--- src/rtl/cpu_pkg.sv ---
// Shared definitions for the fetch stage: FSM encoding, reset/halt defaults
// and the word-alignment helper used on redirect targets.
package cpu_pkg;

    typedef enum logic [1:0] {
        ST_IDLE = 2'd0,
        ST_RUN  = 2'd1,
        ST_HALT = 2'd2
    } fetch_state_e;

    localparam logic [31:0] RESET_PC_DEF  = 32'h0000_0000;
    localparam logic [31:0] HALT_WORD_DEF = 32'hFFFF_FFFF;
    localparam logic [31:0] PC_STEP       = 32'd4;

    // Redirect targets are forced onto a word boundary.
    function automatic logic [31:0] align_word(input logic [31:0] addr);
        return {addr[31:2], 2'b00};
    endfunction

endpackage

--- src/rtl/fetch_stage_if.sv ---
// Fetch-stage bus bundle: instruction memory port, redirect request from a
// later stage and the fetch->decode handshake. The master side is the fetch
// stage itself; the slave side is its environment (memory, branch unit, decode).
interface fetch_stage_if;

    logic [31:0] imem_addr;
    logic [31:0] imem_rd;
    logic        br_valid;
    logic [31:0] br_target;
    logic        id_ready;
    logic        id_valid;
    logic [31:0] id_instr;
    logic [31:0] id_pc;
    logic [31:0] id_pc_plus4;

    modport master (
        output imem_addr,
        input  imem_rd,
        input  br_valid,
        input  br_target,
        input  id_ready,
        output id_valid,
        output id_instr,
        output id_pc,
        output id_pc_plus4
    );

    modport slave (
        input  imem_addr,
        output imem_rd,
        output br_valid,
        output br_target,
        output id_ready,
        input  id_valid,
        input  id_instr,
        input  id_pc,
        input  id_pc_plus4
    );

endinterface

--- src/rtl/fetch_stage_pc_reg.sv ---
// Program counter register: redirect beats increment, increment beats hold.
// The increment wraps naturally modulo 2^32.
module pc_reg
    import cpu_pkg::*;
#(
    parameter logic [31:0] RESET_PC = RESET_PC_DEF
) (
    input  logic        clk,
    input  logic        reset,
    input  logic        redirect_i,
    input  logic [31:0] target_i,
    input  logic        incr_i,
    output logic [31:0] pc_o
);

    logic [31:0] pc_q;
    logic [31:0] pc_d;

    // Select the next PC: redirect, sequential step, or hold.
    always_comb begin
        pc_d = pc_q;
        if (redirect_i) begin
            pc_d = align_word(target_i);
        end else if (incr_i) begin
            pc_d = pc_q + PC_STEP;
        end
    end

    // PC state register with synchronous reset to RESET_PC.
    always_ff @(posedge clk) begin
        if (reset) begin
            pc_q <= RESET_PC;
        end else begin
            pc_q <= pc_d;
        end
    end

    assign pc_o = pc_q;

endmodule

--- src/rtl/fetch_stage.sv ---
// Instruction fetch stage: IDLE/RUN/HALT control, one-instruction-per-cycle
// fetch into a single decode-facing register, redirect/flush and halt detect.
module fetch_stage
    import cpu_pkg::*;
#(
    parameter logic [31:0] RESET_PC  = RESET_PC_DEF,
    parameter logic [31:0] HALT_WORD = HALT_WORD_DEF
) (
    input  logic          clk,
    input  logic          reset,
    fetch_stage_if.master bus,
    output logic          halted,
    output logic          misalign
);

    fetch_state_e state_q;
    fetch_state_e state_d;

    logic [31:0] pc;
    logic        redirect;
    logic        fire;
    logic        is_halt;
    logic        load;

    logic        id_valid_q;
    logic [31:0] id_instr_q;
    logic [31:0] id_pc_q;
    logic [31:0] id_pc_plus4_q;
    logic        misalign_q;

    pc_reg #(
        .RESET_PC (RESET_PC)
    ) u_pc_reg (
        .clk        (clk),
        .reset      (reset),
        .redirect_i (redirect),
        .target_i   (bus.br_target),
        .incr_i     (load),
        .pc_o       (pc)
    );

    // FSM state register.
    always_ff @(posedge clk) begin
        if (reset) begin
            state_q <= ST_IDLE;
        end else begin
            state_q <= state_d;
        end
    end

    // FSM next state: redirect always returns to RUN; a fetched halt word parks in HALT.
    always_comb begin
        state_d = state_q;
        case (state_q)
            ST_IDLE: state_d = ST_RUN;
            ST_RUN: begin
                if (redirect) begin
                    state_d = ST_RUN;
                end else if (fire && is_halt) begin
                    state_d = ST_HALT;
                end
            end
            ST_HALT: begin
                if (redirect) begin
                    state_d = ST_RUN;
                end
            end
            default: state_d = ST_IDLE;
        endcase
    end

    // FSM outputs and fetch qualifiers; redirects are ignored while IDLE.
    always_comb begin
        halted   = (state_q == ST_HALT);
        redirect = bus.br_valid && (state_q != ST_IDLE);
        fire     = (state_q == ST_RUN) && !bus.br_valid && (!id_valid_q || bus.id_ready);
        is_halt  = (bus.imem_rd == HALT_WORD);
        load     = fire && !is_halt;
    end

    // Decode-facing register: flush on redirect, load on fire, drain in HALT, else hold.
    always_ff @(posedge clk) begin
        if (reset) begin
            id_valid_q    <= 1'b0;
            id_instr_q    <= 32'h0;
            id_pc_q       <= 32'h0;
            id_pc_plus4_q <= PC_STEP;
            misalign_q    <= 1'b0;
        end else begin
            misalign_q <= redirect && (|bus.br_target[1:0]);
            if (redirect) begin
                id_valid_q <= 1'b0;
            end else if (fire) begin
                if (is_halt) begin
                    id_valid_q <= 1'b0;
                end else begin
                    id_valid_q    <= 1'b1;
                    id_instr_q    <= bus.imem_rd;
                    id_pc_q       <= pc;
                    id_pc_plus4_q <= pc + PC_STEP;
                end
            end else if ((state_q == ST_HALT) && bus.id_ready) begin
                id_valid_q <= 1'b0;
            end
        end
    end

    assign bus.imem_addr   = pc;
    assign bus.id_valid    = id_valid_q;
    assign bus.id_instr    = id_instr_q;
    assign bus.id_pc       = id_pc_q;
    assign bus.id_pc_plus4 = id_pc_plus4_q;
    assign misalign        = misalign_q;

endmodule

--- src/flat_wrapper.sv ---
// flat-port wrapper written by rule: the top's interface ports become plain ports
module fetch_stage_flat import cpu_pkg::*;
#(
    parameter logic [31:0] RESET_PC  = RESET_PC_DEF,
    parameter logic [31:0] HALT_WORD = HALT_WORD_DEF
)
  (clk, reset, halted, misalign, bus_imem_addr, bus_imem_rd, bus_br_valid, bus_br_target, bus_id_ready, bus_id_valid, bus_id_instr, bus_id_pc, bus_id_pc_plus4);
  fetch_stage_if bus_i ();
  input  logic clk;
  input  logic reset;
  output logic halted;
  output logic misalign;
  output wire logic [$bits(bus_i.imem_addr)-1:0] bus_imem_addr;
  input wire logic [$bits(bus_i.imem_rd)-1:0] bus_imem_rd;
  input wire logic [$bits(bus_i.br_valid)-1:0] bus_br_valid;
  input wire logic [$bits(bus_i.br_target)-1:0] bus_br_target;
  input wire logic [$bits(bus_i.id_ready)-1:0] bus_id_ready;
  output wire logic [$bits(bus_i.id_valid)-1:0] bus_id_valid;
  output wire logic [$bits(bus_i.id_instr)-1:0] bus_id_instr;
  output wire logic [$bits(bus_i.id_pc)-1:0] bus_id_pc;
  output wire logic [$bits(bus_i.id_pc_plus4)-1:0] bus_id_pc_plus4;
  assign bus_imem_addr = bus_i.imem_addr;
  assign bus_i.imem_rd = bus_imem_rd;
  assign bus_i.br_valid = bus_br_valid;
  assign bus_i.br_target = bus_br_target;
  assign bus_i.id_ready = bus_id_ready;
  assign bus_id_valid = bus_i.id_valid;
  assign bus_id_instr = bus_i.id_instr;
  assign bus_id_pc = bus_i.id_pc;
  assign bus_id_pc_plus4 = bus_i.id_pc_plus4;
  fetch_stage #(.RESET_PC(RESET_PC), .HALT_WORD(HALT_WORD)) u_core (.clk(clk), .reset(reset), .bus(bus_i), .halted(halted), .misalign(misalign));
endmodule
--- config.mk ---
export PLATFORM = sky130hd
export DESIGN_NAME = fetch_stage_flat
export DESIGN_NICKNAME = d
export VERILOG_FILES = /design/src/rtl/cpu_pkg.sv /design/src/rtl/fetch_stage_if.sv /design/src/rtl/fetch_stage_pc_reg.sv /design/src/rtl/fetch_stage.sv /design/src/flat_wrapper.sv
export SDC_FILE = /design/constraint.sdc
export NUM_CORES = 1
export LEC_CHECK = 0
export BUFFER_PORTS_ARGS = -buffer_cell sky130_fd_sc_hd__buf_2
export CAP_MARGIN = 0
export CORE_MARGIN = 1
export CORE_UTILIZATION = 30
export DETAILED_ROUTE_END_ITERATION = 7
export GPL_ROUTABILITY_DRIVEN = 0
export PLACE_DENSITY_LB_ADDON = 0.12
export SKIP_CTS_REPAIR_TIMING = 1
export SLEW_MARGIN = 20
export SYNTH_ARGS = -nofsm -noshare
export SYNTH_HDL_FRONTEND = slang
export SYNTH_HIERARCHICAL = 1
export SYNTH_SLANG_ARGS = --single-unit
export TNS_END_PERCENT = 10
--- constraint.sdc ---
create_clock -name clk -period 4.4 [get_ports clk]
set_clock_uncertainty 0.2 [all_clocks]
set_input_delay 0.88 -clock clk [delete_from_list [all_inputs] [get_ports clk]]
set_output_delay 0.88 -clock clk [all_outputs]
set_load 0.005 [all_outputs]
### Word level (Yosys, flattened, before mapping)

Index checks and enable logic that the tools add are counted.

| cells by class | value |
|---|---|
| shift operators | 0 |
| div/mod/pow operators | 0 |
| magnitude comparators | 0 |
| eq/ne operators | 5 |
| muxes and demuxes | 9 |
| bitwise operators | 2 |
| add/subtract/negate cells | 1 |
| multiply operators | 0 |
| reduce and logical (&&, ||, !) cells | 19 |

Operators with widths:

| operator | count |
|---|---|
| $mux W32 | 2 |
| $add A32 B3 Y32 const B | 1 |
| $eq A32 B32 Y1 const B | 1 |
| $logic_and A1 B1 Y1 | 7 |
| $mux W2 | 3 |
| $pmux W2 S3 | 1 |
| $reduce_bool A2 Y1 | 3 |
| $reduce_or A2 Y1 | 2 |
| $logic_not A1 Y1 | 3 |
| $mux W1 | 3 |
| $ne A3 B1 Y1 const B | 1 |
| $reduce_and A3 Y1 | 1 |
| $eq A2 B1 Y1 const B | 1 |
| $eq A2 B2 Y1 const B | 1 |
| $logic_not A2 Y1 | 1 |
| $ne A2 B1 Y1 const B | 1 |
| $not A1 Y1 | 2 |
| $reduce_and A2 Y1 | 1 |
| $logic_or A1 B1 Y1 | 1 |

| word-level totals | value |
|---|---|
| output and inout bits | 131 |
| bits in latches | 0 |
| logic and storage cells | 44 |
| memory bits (writable) | 0 |
| input port bits | 68 |
| ROM bits | 0 |
| memories kept | 0 |
| bits in registers | 132 |

### Depth between registers and ports, before layout

| logic depth | value |
|---|---|
| word-level depth | 7 |
| mapped depth | 12 |
| depth with buffers taken out | 8 |

### Hierarchy

Netlist, hierarchy kept.

By module, submodules not included:

| module | cells each | seq. area each (um^2) | area an instance (um^2) | times used |
|---|---|---|---|---|
| fetch_stage | 497 | 1961.9 | 4106.4 | 1 |
| pc_reg | 251 | 600.6 | 1929.4 | 1 |

### Least setup slack after synthesis

OpenSTA, ideal clock, no wires.

| timing path | value |
|---|---|
| path type | in2reg |
| from | input port bus_br_valid |
| to | register u_core.u_pc_reg.pc_q[16] (netlist: u_core/u_pc_reg/pc_o[16]) |
| required time | 4109 ps |
| path buffers | 4 |
| stages | 11 |
| data arrival time | 3069 ps |
| slack | 1040 ps |
| setup time | 91 ps |
| cell sequence | inv_1 > o2111a_1 > a21bo_1 > buf_4 > inv_2 > buf_2 > buf_2 > buf_2 > nand2_1 > or4_1 > a311oi_1 |

| between the ends | value |
|---|---|
| word-level cells in the longest chain between the ends | 5 |
| elaborated cells on any way between the ends | 7 |
| classes of those cells | mux (1); reduce/logical (6) |

Ends and longest elaborated chain:

| item | RTL line | source |
|---|---|---|
| start: declaration | flat_wrapper.sv:15 | `input wire logic [$bits(bus_i.br_valid)-1:0] bus_br_valid;` |
| $logic_not A1 Y1 | fetch_stage.sv:76 | `fire = (state_q == ST_RUN) && !bus.br_valid && (!id_valid_q \|\| bus.id_ready);` |
| $logic_and A1 B1 Y1 (2 in a row) | fetch_stage.sv:76 |  |
| $logic_and A1 B1 Y1 | fetch_stage.sv:78 | `load = fire && !is_halt;` |
| via u_core.load | fetch_stage.sv:23 | `logic load;` |
| $reduce_bool A2 Y1 (no line) | n/a |  |
| end signal: assignment | fetch_stage_pc_reg.sv:34 | `pc_q <= pc_d;` |
| end: declaration | fetch_stage_pc_reg.sv:16 | `logic [31:0] pc_q;` |

The timed path passes the listed nets, and every way through them passes these cells.
A chain may end at the register's enable or synchronous reset.

### Worst setup path after layout

| timing path | value |
|---|---|
| from | input port bus_br_valid |
| to | register u_core.u_pc_reg.pc_q[29] (netlist: u_core/u_pc_reg/pc_o[29]) |

| between the ends | value |
|---|---|
| word-level cells in the longest chain between the ends | 5 |
| elaborated cells on any way between the ends | 7 |
| classes of those cells | mux (1); reduce/logical (6) |

Ends and longest elaborated chain:

| item | RTL line |
|---|---|
| $logic_not A1 Y1 | fetch_stage.sv:76 |
| $logic_and A1 B1 Y1 (2 in a row) | fetch_stage.sv:76 |
| $logic_and A1 B1 Y1 | fetch_stage.sv:78 |
| $reduce_bool A2 Y1 (no line) | n/a |

Parallel ways exist; a longest one is shown, timed or not.

==> out/results.txt <==
The required arrival time at the worst endpoint came out at 4480 ps. The tools report the leftover overflow at the end of global routing as 0. For the count of distinct cell types in the synthesized netlist, the log shows 60. Startpoint of the most critical register-to-register path: u_core/u_pc_reg/pc_o[10]. The flow ran to the end, and the final reports show no timing, DRC or antenna violations. In this design, the stage delay of the slowest critical-path cell is 410 ps. The full die area was 0.0207 mm2; the number of vias after detailed routing was 5931. The area share of the leading cell type in the synthesized netlist is 0.425.

Setup repair after global routing left no endpoint under its margin. Counting both buffers and inverters, the worst setup path holds a total of 3. The post-detailed-placement half-perimeter wirelength was 13500 um. The total count of hold-check failures in the final report came out at 0. Along the worst path, the maximum fanout reaches 25. The analysis attributes to cell leakage a power of 3.20 nW. The total number of nets in the final design was 996; the initial antenna violation count was 0. During synthesis, Yosys emitted a total of 6 warnings. The floorplan step set the die height to 144 um. The worst setup path is of the in -> reg kind.

The critical-path cell with the highest stage delay was sky130_fd_sc_hd__a2111oi_0. Yosys attributes the largest share of cell area to sky130_fd_sc_hd__dfxtp_1 42%, sky130_fd_sc_hd__nand2_1 10%, sky130_fd_sc_hd__a21oi_1 6.9%, sky130_fd_sc_hd__nor2_1 4.1%, sky130_fd_sc_hd__xor2_1 3.8%. The worst setup path is launched from an input port.

The completed layout was analyzed and its total power is 0.00312 W. At the worst endpoint, the arrival time is 2890 ps. The final worst-path cycle share was 0.639. Traced cell by cell, the critical path runs through buf_2 > inv_1 > o2111a_1 > a21bo_2 > inv_4 > nand3_1 > nor4_1 > a211oi_1 > a2111oi_0.

Among all flip-flop cells after synthesis, the most frequent one is sky130_fd_sc_hd__dfxtp_1. Power density relative to cell area: 397 mW/mm2. The tools report the category of the worst setup path capture point as a register.

Summed over all instances, the cell type with the most area after synthesis is sky130_fd_sc_hd__dfxtp_1. The width of the die is 144 um. Actual transition at the worst max-transition pin: 882 ps. The I/O pin count was 199; the post-detailed-route count of antenna-violating nets was 0.

Ratio of routed vias to standard cells: 4.93. 0 antenna diodes ended up in the layout. The worst path needs 2810 ps of the cycle, external delays included.

The logs give 1590 ps for the final worst setup slack and 0.401 for the fraction of the core area covered by cells at the end of the flow. The post-synthesis average cell area is 8.07 um2. The fraction of final layout cells sized beyond drive strength 1 is 0.294, and the max-capacitance violation count is 0. The most critical setup path has its startpoint at bus_br_valid. Entering global routing, the biggest net connects 69 pins.

The count of standard-cell rows came out at 51. The first detailed-routing pass ran for 4 iterations. Clock-pin slew was measured on the worst setup and hold paths at 60 ps. The first global-routing pass estimated 29800 um of wire. The most common cell in the synthesized netlist was sky130_fd_sc_hd__nand2_1.

Fill cells in the final layout number 2104. For the max-slew headroom at the worst pin, the log shows 0.407. The share of the yosys chip area belonging to registers is 0.425. Startpoint of the tightest hold check path: u_core/bus.id_instr[4].

Among cell families on the critical path, the largest total delay comes from compound AO/OA/AOI/OAI gates. The tree built by TritonCTS fans out to 128 sinks. The later pin in the worst-skew pair is clocked with a latency of 420 ps.

For the final number of setup-violating endpoints, the log shows 0. Counting flops with a built-in enable in the synthesized netlist gives 0. The post-synthesis async set-or-reset flop share was 0. Worst hold slack: 248 ps. The worst hold path class was reg -> reg. The flop and latch count out of synthesis was 128.

The tools report the count of final max-slew check failures as 0. The tools report the synthesized instance count as 748. Counting instances in the post-synthesis netlist gives the leading cell types as 164 x sky130_fd_sc_hd__nand2_1, 128 x sky130_fd_sc_hd__dfxtp_1, 83 x sky130_fd_sc_hd__a21oi_1.

The fmax was 356 MHz; the combined area of all synthesized cells was 0.00604 mm2. The core region area was 0.0196 mm2; the area added between synthesis and finish was 30.1%. The initial cell density of the core is 0.308, and the worst slack at placement is 1180 ps. The first-iteration detailed-routing DRC count came out at 321. The number of port buffers was 196.

For the H-tree depth reported by CTS, the log shows 4. The routed design has 19600 um of wire. TritonCTS built the clock tree.

The via count of the first global-routing pass came out at 5357. For this run, design rule violations remaining after detail routing come to 0. Combined global-route utilization of all metal layers: 0.189. The number of clock buffers inserted by TritonCTS was 17; the per-cell routed wire length was 16.3 um. Across the VDD grid, the largest voltage drop is 260 uV. The clock passes through at most 2 buffers. Cell chosen for the clock root: sky130_fd_sc_hd__clkbuf_16.

Adding up every negative setup slack in the final design gives 0 ps.
[tightest hold or removal path, delay by kind of cell (launching register included)]
family | cells | cell delay [ps]
flops | 1 | 300
compound gates | 1 | 50
simple gates | 1 | 50
[logic make-up after synthesis]
logic type | synth area share
simple gates | 0.296
compound gates | 0.169
flops | 0.425
buf+inv | 0.0477
xor+xnor | 0.0566
fa+ha+maj | 0.00415
other cells | 0.000621
mux | 0.00166
[state kept, by name, indices dropped and copies added, names as in the netlist]
register                flops
u_core/u_pc_reg/pc_o       30
u_core/bus.id_valid         1
u_core/misalign             1
u_core/bus.id_instr        32
u_core/bus.id_pc           32
u_core/state_q              2
u_core/bus.id_pc_plus4     30
[layer usage]
metal  routed length, um  track usage
met1                9090        0.252
met2                8890        0.291
met3                1260       0.0477
met4                 369       0.0745
met5                   0            0
[cell usage in the layout (no fill, tap or decap), types with 4 or more instances in the layout]
| cell | count |
|---|---|
| sky130_fd_sc_hd__buf_2 | 195 |
| sky130_fd_sc_hd__nand2_1 | 164 |
| sky130_fd_sc_hd__dfxtp_1 | 128 |
| sky130_fd_sc_hd__a21oi_1 | 83 |
| sky130_fd_sc_hd__nor2_1 | 65 |
| sky130_fd_sc_hd__nand4_1 | 34 |
| sky130_fd_sc_hd__xor2_1 | 26 |
| sky130_fd_sc_hd__a211oi_1 | 26 |
| sky130_fd_sc_hd__nand3_1 | 21 |
| sky130_fd_sc_hd__clkbuf_16 | 17 |
| sky130_fd_sc_hd__buf_4 | 15 |
| sky130_fd_sc_hd__xnor2_1 | 13 |
| sky130_fd_sc_hd__a211oi_2 | 12 |
| sky130_fd_sc_hd__nor4_1 | 12 |
| sky130_fd_sc_hd__and3_1 | 11 |
| sky130_fd_sc_hd__inv_1 | 10 |
| sky130_fd_sc_hd__a311oi_1 | 7 |
| sky130_fd_sc_hd__nor3b_1 | 7 |
| sky130_fd_sc_hd__nor3_1 | 6 |
| sky130_fd_sc_hd__o21ai_0 | 6 |
| sky130_fd_sc_hd__clkinv_2 | 4 |
| sky130_fd_sc_hd__bufinv_16 | 4 |
| sky130_fd_sc_hd__nor4_2 | 4 |
| sky130_fd_sc_hd__or4_1 | 4 |
[worst paths after layout]
check	end	slack, ps	depth (start not counted)
worst max-delay path	u_core/u_pc_reg/pc_o[29]	1590	9
worst min-delay path	u_core/bus.id_instr[4]	250	2
worst max register to register	u_core/u_pc_reg/pc_o[30]	1640	4
worst min register to register	u_core/bus.id_instr[4]	250	2
[cell type report]
cell class / count / area (um2) / share of cell area
Sequential cell: 128 / 2560 / 0.326
Timing Repair Buffer: 210 / 1090 / 0.139
Multi-Input combinational cell: 557 / 3190 / 0.407
Clock buffer: 18 / 439 / 0.0559
Inverter: 12 / 47.5 / 0.00606
Tap cell: 265 / 332 / 0.0422
Clock inverter: 14 / 189 / 0.0241
[report_power, final]
group          internal (W)  leakage [nW]  switching (W)
combinational      0.000133          1.85       0.000181
clock              0.000961         0.302       0.000546
sequential          0.00122          1.05      0.0000786
total               0.00231          3.20       0.000806
[metrics by stage]
| stage | instances | cell area [um2] |
|---|---|---|
| global placement | 1172 | 7220 |
| CTS | 1204 | 7850 |
| floorplan | 749 | 6040 |
| finish | 1204 | 7850 |
| detailed placement | 1172 | 7220 |
| global route | 1204 | 7850 |
Power figures use the tool's default switching activity.
